**src/rtl/nbit_pipe_pkg.sv**
```systemverilog
// Shared constants and helpers for the pipelined N-bit adder/subtractor.
// Holds default geometry, the add/subtract mode encoding and the slice-width helper.
package nbit_pipe_pkg;

  localparam int N_DEF      = 32;
  localparam int STAGES_DEF = 4;

  localparam logic MODE_ADD = 1'b0;
  localparam logic MODE_SUB = 1'b1;

  // Each pipeline stage resolves an equal-width slice of the operands.
  function automatic int slice_width(input int n, input int stages);
    return n / stages;
  endfunction

endpackage

```
**src/rtl/addsub_slice.sv**
```systemverilog
// One W-bit registered slice adder: sums a, b and the incoming carry,
// then captures the sum and carry-out when enabled.
module addsub_slice
  import nbit_pipe_pkg::*;
#(
  parameter int W = 8
) (
  input  logic         clk,
  input  logic         rst,
  input  logic         en,
  input  logic [W-1:0] a,
  input  logic [W-1:0] b,
  input  logic         c_in,
  output logic [W-1:0] sum,
  output logic         c_out
);

  logic [W:0] total;

  // NOTE: always_comb assigns total on every path, so no latch can be inferred.
  always_comb begin
    total = {1'b0, a} + {1'b0, b} + {{W{1'b0}}, c_in};
  end

  // NOTE: state uses non-blocking assignments so every register samples pre-edge values.
  always_ff @(posedge clk or posedge rst) begin
    if (rst) begin
      sum   <= '0;
      c_out <= 1'b0;
    end else if (en) begin
      sum   <= total[W-1:0];
      c_out <= total[W];
    end
  end

endmodule

```
**src/rtl/nbit_pipe_addsub.sv**
```systemverilog
// Pipelined N-bit adder/subtractor with valid/ready handshakes on both sides.
// Stage k resolves operand slice k; the carry ripples through one register per stage.
module nbit_pipe_addsub
  import nbit_pipe_pkg::*;
#(
  parameter int N      = N_DEF,
  parameter int STAGES = STAGES_DEF
) (
  input  logic         clk,
  input  logic         rst,
  input  logic         in_valid,
  output logic         in_ready,
  input  logic [N-1:0] reg_in0,
  input  logic [N-1:0] reg_in1,
  input  logic         c_in,
  input  logic         sub,
  output logic         out_valid,
  input  logic         out_ready,
  output logic [N-1:0] out,
  output logic         c_out,
  output logic         ovf,
  output logic         zero
);

  localparam int W = slice_width(N, STAGES);
  localparam logic [N-1:0] SLICE_ONES = {N{1'b1}} >> (N - W);

  logic              advance;
  logic [STAGES-1:0] valid_q;
  logic [STAGES-1:0] src_v;
  logic [STAGES-1:0] src_c;
  logic [STAGES-1:0] slice_c;
  logic [N-1:0]      src_a    [STAGES];
  logic [N-1:0]      src_b    [STAGES];
  logic [N-1:0]      pass_q   [STAGES];
  logic [N-1:0]      b_pass_q [STAGES];
  logic [N-1:0]      view     [STAGES];
  logic [W-1:0]      slice_sum[STAGES];
  logic              a_msb_q;

  // The whole pipe moves as one: it freezes only when a held result is not taken.
  assign advance   = out_ready || !out_valid;
  assign in_ready  = advance;
  assign out_valid = valid_q[STAGES-1];

  for (genvar k = 0; k < STAGES; k++) begin : g_stage
    if (k == 0) begin : g_first
      assign src_a[k] = reg_in0;
      assign src_b[k] = (sub == MODE_SUB) ? ~reg_in1 : reg_in1;
      assign src_c[k] = c_in;
      assign src_v[k] = in_valid;
    end else begin : g_next
      assign src_a[k] = view[k-1];
      assign src_b[k] = b_pass_q[k-1];
      assign src_c[k] = slice_c[k-1];
      assign src_v[k] = valid_q[k-1];
    end

    addsub_slice #(.W(W)) u_slice (
      .clk   (clk),
      .rst   (rst),
      .en    (advance),
      .a     (src_a[k][k*W +: W]),
      .b     (src_b[k][k*W +: W]),
      .c_in  (src_c[k]),
      .sum   (slice_sum[k]),
      .c_out (slice_c[k])
    );

    // Lower slices hold finished result bits, upper slices still hold operand A.
    assign view[k] = pass_q[k] | (N'(slice_sum[k]) << (k*W));
  end

  // NOTE: the data path is reset, not just the valid bits, so out reads 0 during reset.
  always_ff @(posedge clk or posedge rst) begin
    if (rst) begin
      valid_q <= '0;
      a_msb_q <= 1'b0;
      for (int k = 0; k < STAGES; k++) begin
        pass_q[k]   <= '0;
        b_pass_q[k] <= '0;
      end
    end else if (advance) begin
      valid_q <= src_v;
      a_msb_q <= src_a[STAGES-1][N-1];
      for (int k = 0; k < STAGES; k++) begin
        pass_q[k]   <= src_a[k] & ~(SLICE_ONES << (k*W));
        b_pass_q[k] <= src_b[k];
      end
    end
  end

  assign out   = view[STAGES-1];
  assign c_out = slice_c[STAGES-1];

  // Flags come from registered MSBs and are masked while no result is presented.
  assign ovf  = out_valid && (a_msb_q == b_pass_q[STAGES-1][N-1]) && (out[N-1] != a_msb_q);
  assign zero = out_valid && (out == '0);

endmodule

```
**config.mk**
```make
export PLATFORM = sky130hd
export DESIGN_NAME = nbit_pipe_addsub
export DESIGN_NICKNAME = d
export VERILOG_FILES = /design/src/rtl/nbit_pipe_pkg.sv /design/src/rtl/addsub_slice.sv /design/src/rtl/nbit_pipe_addsub.sv
export SDC_FILE = /design/constraint.sdc
export NUM_CORES = 1
export LEC_CHECK = 0
export ABC_AREA = 1
export CORE_MARGIN = 2
export CORE_UTILIZATION = 54
export DETAILED_ROUTE_END_ITERATION = 16
export PLACE_DENSITY = 0.87
export RECOVER_POWER = 100
export SETUP_SLACK_MARGIN = 0.05
export SYNTH_ARGS = -nofsm -noshare
export SYNTH_HDL_FRONTEND = slang
export SYNTH_HIERARCHICAL = 1
export SYNTH_SLANG_ARGS = --single-unit
```
**constraint.sdc**
```tcl
create_clock -name clk -period 7.9 [get_ports clk]
set_input_delay 1.58 -clock clk [delete_from_list [all_inputs] [get_ports clk]]
set_output_delay 1.58 -clock clk [all_outputs]
set_load 0.01 [all_outputs]
```
==> Yosys cells after proc, flatten, opt, wreduce, memory -nomap -nowiden <==
Cells that the tools add are included.
{ "op_classes": {"add_sub_neg": 8, "eq_ne": 2, "n_mux": 1, "n_bitwise": 5, "n_reduce_logical": 6} }
{ "op_table": {"columns": ["op", "n"], "rows": [
  ["$add 8x8->9", 4],
  ["$add 9x1->9", 4],
  ["$logic_not 32->1", 1],
  ["$mux 32", 1],
  ["$not 32->32", 1],
  ["$or 24x32->32", 1],
  ["$or 32x16->32", 1],
  ["$or 32x24->32", 1],
  ["$or 32x8->32", 1],
  ["$logic_and 1x1->1", 3],
  ["$eq 1x1->1", 1],
  ["$logic_not 1->1", 1],
  ["$logic_or 1x1->1", 1],
  ["$ne 1x1->1", 1]
]} }
{ "totals": {"ff_bits": 265, "input_bits": 70, "output_inout_bits": 37, "word_cells": 40} }

==> Logic depth before layout (Yosys ltp) <==
{ "depth": {"word_depth": 4, "mapped_depth": 12, "depth_no_buf": 10} }

==> Hierarchy <==
The synthesis kept the hierarchy.
{ "modules_own_cells": {"columns": ["mod", "instances", "cells_per_inst", "area_per_inst_um2", "seq_area_each_um2"], "rows": [
  ["nbit_pipe_addsub", 1, 670, 6821.5, 3753.6],
  ["addsub_slice (g_stage[2].u_slice ...)", 2, 93, 728.2, 225.2],
  ["addsub_slice (g_stage[0].u_slice)", 1, 93, 730.7, 225.2],
  ["addsub_slice (g_stage[1].u_slice)", 1, 93, 710.7, 225.2]
]} }

==> Least setup slack after synthesis <==
Ideal clock, no wire load.
{ "synth_path": {"path_type": "input -> output", "from": "input port out_ready", "to": "output port in_ready", "t_arrival_ps": 2229, "required_time_ps": 6320, "setup_slack_ps": 4091, "cell_stages": 4, "path_buffers": 3, "cell_sequence": "or2_1 > buf_6 > buf_8 > buf_6"} }
{ "synth_between": {"elab_chain_cells": 1} }
{ "synth_lines": {"columns": ["item", "line", "text"], "rows": [
  ["start, declared", "nbit_pipe_addsub.sv:18", "input logic out_ready,"],
  ["$logic_or 1x1->1", "nbit_pipe_addsub.sv:42", "assign advance = out_ready || !out_valid;"],
  ["end, declared", "nbit_pipe_addsub.sv:12", "output logic in_ready,"]
]} }
No other way between the ends.

==> flow_results.org <==
** Status
- Status :: finished with violations
- Failing checks :: capacitance limit, slew limit

** Yosys
- Net Count, Synth :: 1148
- Synth Flop Type :: sky130_fd_sc_hd__dfrtp_1
- Most used standard cells in the synthesized netlist :: sky130_fd_sc_hd__nand2_1 (240), sky130_fd_sc_hd__dfrtp_1 (186), sky130_fd_sc_hd__inv_1 (127)
- Synthesis produced a netlist whose cell count is 1042.
- In the synthesized netlist the async set-or-reset flop fraction comes to 100%.
- The synthesized design contains 186 register bits.
- Count leader, synth :: sky130_fd_sc_hd__nand2_1
- Top post-synthesis cells by area :: sky130_fd_sc_hd__dfrtp_1 (48%), sky130_fd_sc_hd__nand2_1 (9.3%), sky130_fd_sc_hd__a21oi_2 (5.2%)
- Cell Area, Synth :: 9720 µm²
- The biggest area contributor in the post-synthesis netlist is sky130_fd_sc_hd__dfrtp_1.
- Area fraction of the dominant cell type after synthesis :: 47.9%
- Number of flops mapped to enable cells by yosys :: 0
- The share of the Yosys chip area taken by registers is 47.9%.
- Number of distinct library cell variants in the gate-level netlist after synthesis :: 32
- Warnings from Yosys :: 6
- Average instance area after synthesis :: 9.33 µm²

** Routing
- For this block, the via count after detailed routing is 6660.
- After detailed routing, the average wire length per cell comes to 13.4 µm.
- Avg Vias per Cell :: 4.95
- After the first detailed-routing iteration, the DRC count stood at 474.
- For this run, design rule violations remaining after detail routing come to 0.
- Once detail routing completed, the nets flagged for antenna violations numbered 0.
- First-pass iteration count of the detailed router :: 6
- Total wire length after detailed routing :: 18000 µm

** GRT
- Across every metal layer, demand over resource in global routing totals 19.6%.
- Entering global routing, the biggest net connects 204 pins.
- The number of antenna violations at the first check in global routing was 0.
- Via count of the first global-routing pass :: 6313
- The first global-routing pass estimated 30600 µm of wire.
- Global routing finished with a remaining overflow of 0.

** Worst setup path
- WP data required :: 8.07 ns
- R2r setup slk :: 3.56 ns
- The setup path with the least slack is of type in2async.
- For this design, the slowest cell found on the critical path is sky130_fd_sc_hd__clkinvlp_2.
- Family with the most delay on the worst path :: buffers and inverters
- Ordered list of cells on the worst path :: dlygate4sd3_1 -> clkinvlp_2 -> clkbuf_2
- Origin of the critical flop-to-flop path :: valid_q[3]$_DFFE_PP0P_
- STA classifies the critical path startpoint as an input port.
- Delay contributed by the slowest stage of the critical path :: 1.79 ns
- Data arrival time of the critical path :: 5.75 ns
- The most critical setup path has its startpoint at rst.
- Crit. End Element :: async pin
- Number of cell instances on the worst register-to-register path :: 6
- In this run the worst path has a maximum fanout of 80.
- In this run the critical register-to-register path is captured at g_stage[1].u_slice/c_out$_DFFE_PP0P_.
- Together, buffers and inverters on the worst path number 3.

** Clock tree
- Clock transition at path regs :: 0.07 ns
- Insertion delay of the later-clocked pin in the worst-skew pair :: 0.43 ns
- TritonCTS built the clock tree.
- Once the clock tree was built, the resizer swapped 0 gates to a different size.
- # clock sinks :: 186
- Root buffer selected by CTS :: sky130_fd_sc_hd__clkbuf_16
- Number of clock buffers inserted by TritonCTS :: 17
- Hold-fix buffers at CTS :: 0
- Maximum level of the CTS H-tree :: 4
- Buffers added to address setup during post-CTS repair amount to 0.
- The clock passes through at most 2 buffers.

** Placed design
- Final weighted congestion in routability-driven placement :: 0.853
- Input and output buffers added on the ports amount to 106.
- DP Area :: 10500 µm²
- Worst setup timing slack at the placement stage :: 2.84 ns
- Detailed placement ended at an HPWL of 12900 µm.

** Pwr
- Power spread over the standard cell area amounts to 401 nW/µm².
- The internal power of the cells totals 2610 µW.
- Of the total power, registers draw 38.6%.
- Leakage dissipation :: 0.00529 µW
- Relative contribution of combinational cells to total power :: 43.3%
- Per report_power, the clock group accounts for 18.1% of the total.
- Worst vdd rail ir drop :: 0.000331 V
- Reported net switching power :: 1730 µW
- Overall power :: 4340 µW
- Net switching share of the total power :: 39.9%

** Cells and area
- The net count of the finished layout is 1211.
- Fillers :: 1480
- Area of all placed cells without fillers :: 10800 µm²
- Post-layout util :: 60.6%
- Synth-to-Final Area Change :: 11.3%
- The post-route netlist has 11.6% of its cells at a drive strength greater than 1.
- The repair_antennas step left the layout with diodes totalling 0.

** Floorplanning
- The die is 138 µm wide.
- The floorplan step defined a die boundary enclosing 19100 µm².
- Pin placement for this block handled 107 I/O pins.
- For this configuration, the core starts out at a cell density of 54.5%.
- Site Rows :: 49
- Core Box Area :: 17800 µm²
- The die is 138 µm tall.

** Min path
- Worst Hold Depth :: 2
- Min-Delay Startpoint :: valid_q[2]$_DFFE_PP0P_
- The min-delay analysis places its worst path in the category reg2reg.
- Min-Delay Endpoint :: valid_q[3]$_DFFE_PP0P_

** Job
- Max cap viols :: 3

** STA
- Setup repair after global routing missed its margin :: false
- Clock period minus worst slack :: 5.59 ns
- Relative slew slack :: -104%
- Setup violations remaining at the end of the flow were counted as 0.
- Once routing completed, OpenROAD measured the worst setup slack at 2.31 ns.
- The final critical path takes up 70.7% of the cycle.
- Max-slew violation count :: 215
- Final-layout setup total negative slack :: 0 ns
- Based on the critical path, the design can be clocked at up to 0.179 GHz.
- Final hold violation count :: 0
- Across the routed clock network, the largest skew measured is 0.00856 ns.
- Transition at the pin with the smallest max-transition slack :: 3.05 ns
[layout by cell type (no fill, tap or decap), types with 9 or more instances in the layout]
cell type / Yosys / layout
sky130_fd_sc_hd__inv_1: 127 / 130
sky130_fd_sc_hd__xor2_1: 22 / 22
sky130_fd_sc_hd__dfrtp_1: 186 / 186
sky130_fd_sc_hd__nand2_1: 240 / 240
sky130_fd_sc_hd__dlygate4sd3_1: 0 / 39
sky130_fd_sc_hd__nor2_1: 87 / 90
sky130_fd_sc_hd__or2_4: 8 / 9
sky130_fd_sc_hd__o21ai_0: 5 / 102
sky130_fd_sc_hd__a21oi_1: 18 / 20
sky130_fd_sc_hd__nand3_1: 30 / 30
sky130_fd_sc_hd__xnor2_1: 10 / 10
sky130_fd_sc_hd__clkdlybuf4s50_1: 0 / 66
sky130_fd_sc_hd__clkbuf_16: 0 / 17
sky130_fd_sc_hd__ha_1: 28 / 28
sky130_fd_sc_hd__a21oi_2: 58 / 56
[final cells by class]
cell class              instances  area [µm²]  area share [%]
flip-flops and latches        186        4650            43.0
clock buffers                  19         443            4.09
clock inverters                11        98.8           0.914
repair buffers                110        1090            10.1
multi-input cells             656        3740            34.6
well taps                     229         287            2.65
inverters                     134         504            4.66
[sequential cells by signal, summed over array words and instances (netlist names)]
| name | count |
|---|---|
| g_stage.u_slice/c_out | 4 |
| a_msb_q | 1 |
| b_pass_q | 49 |
| g_stage.u_slice/sum | 32 |
| pass_q | 96 |
| valid_q | 4 |
[how the worst max path moves through the flow]
stage	to	slack, ns	cells past startpoint
CTS	in_ready	2.85	3
detailed placement	in_ready	2.84	3
global placement	in_ready	2.87	3
finish	b_pass_q[87]$_DFFE_PP0P_	2.31	3
floorplan	a_msb_q$_DFFE_PP0P_	2.28	1
global route	b_pass_q[119]$_DFFE_PP0P_	1.45	3
[cell families (layout without fill, tap and decap cells)]
group	count (synthesis)	after routing	synth area share (%)
AOI/OAI and AO/OA	187	187	14.0
xor gates and xnor gates	32	32	2.88
adders and majority gates	36	36	5.25
buffers and inverters	200	274	11.9
DFF	186	186	47.9
and+or+nand+nor	401	401	18.0
[power by group through the flow]
stage / clock, µW / sequential (µW) / combinational [µW]
after floorplan: 0 / 1600 / 1680
after global placement: 0 / 1670 / 1920
after detailed placement: 0 / 1690 / 2000
after CTS: 800 / 1680 / 2030
after global routing: 843 / 1730 / 2120
final: 784 / 1680 / 1880
[metrics by stage]
stage	hold slack, ns	instances
2_1_floorplan	0.435	1042
3_3_place_gp	0.448	1315
3_5_place_dp	0.457	1315
4_1_cts	0.478	1345
5_1_grt	0.490	1345
6_report	0.465	1345
[worst register-to-register path: cells and delay by family (launching register included)]
family	cells	cell delay, ns
buffers and inverters	3	2.69
and+or+nand+nor	1	0.64
AOI/OAI and AO/OA	2	0.50
DFF	1	0.39
[routing by layer]
layer	GRT usage, %	vias up	share of wire [%]
li1	-	3369	-
met1	27.8	3107	48
met2	30.7	154	46
met3	4.19	30	4.2
met4	5.69	0	1.9
met5	0	-	0
Note: power is estimated with default switching activity, not from simulation.
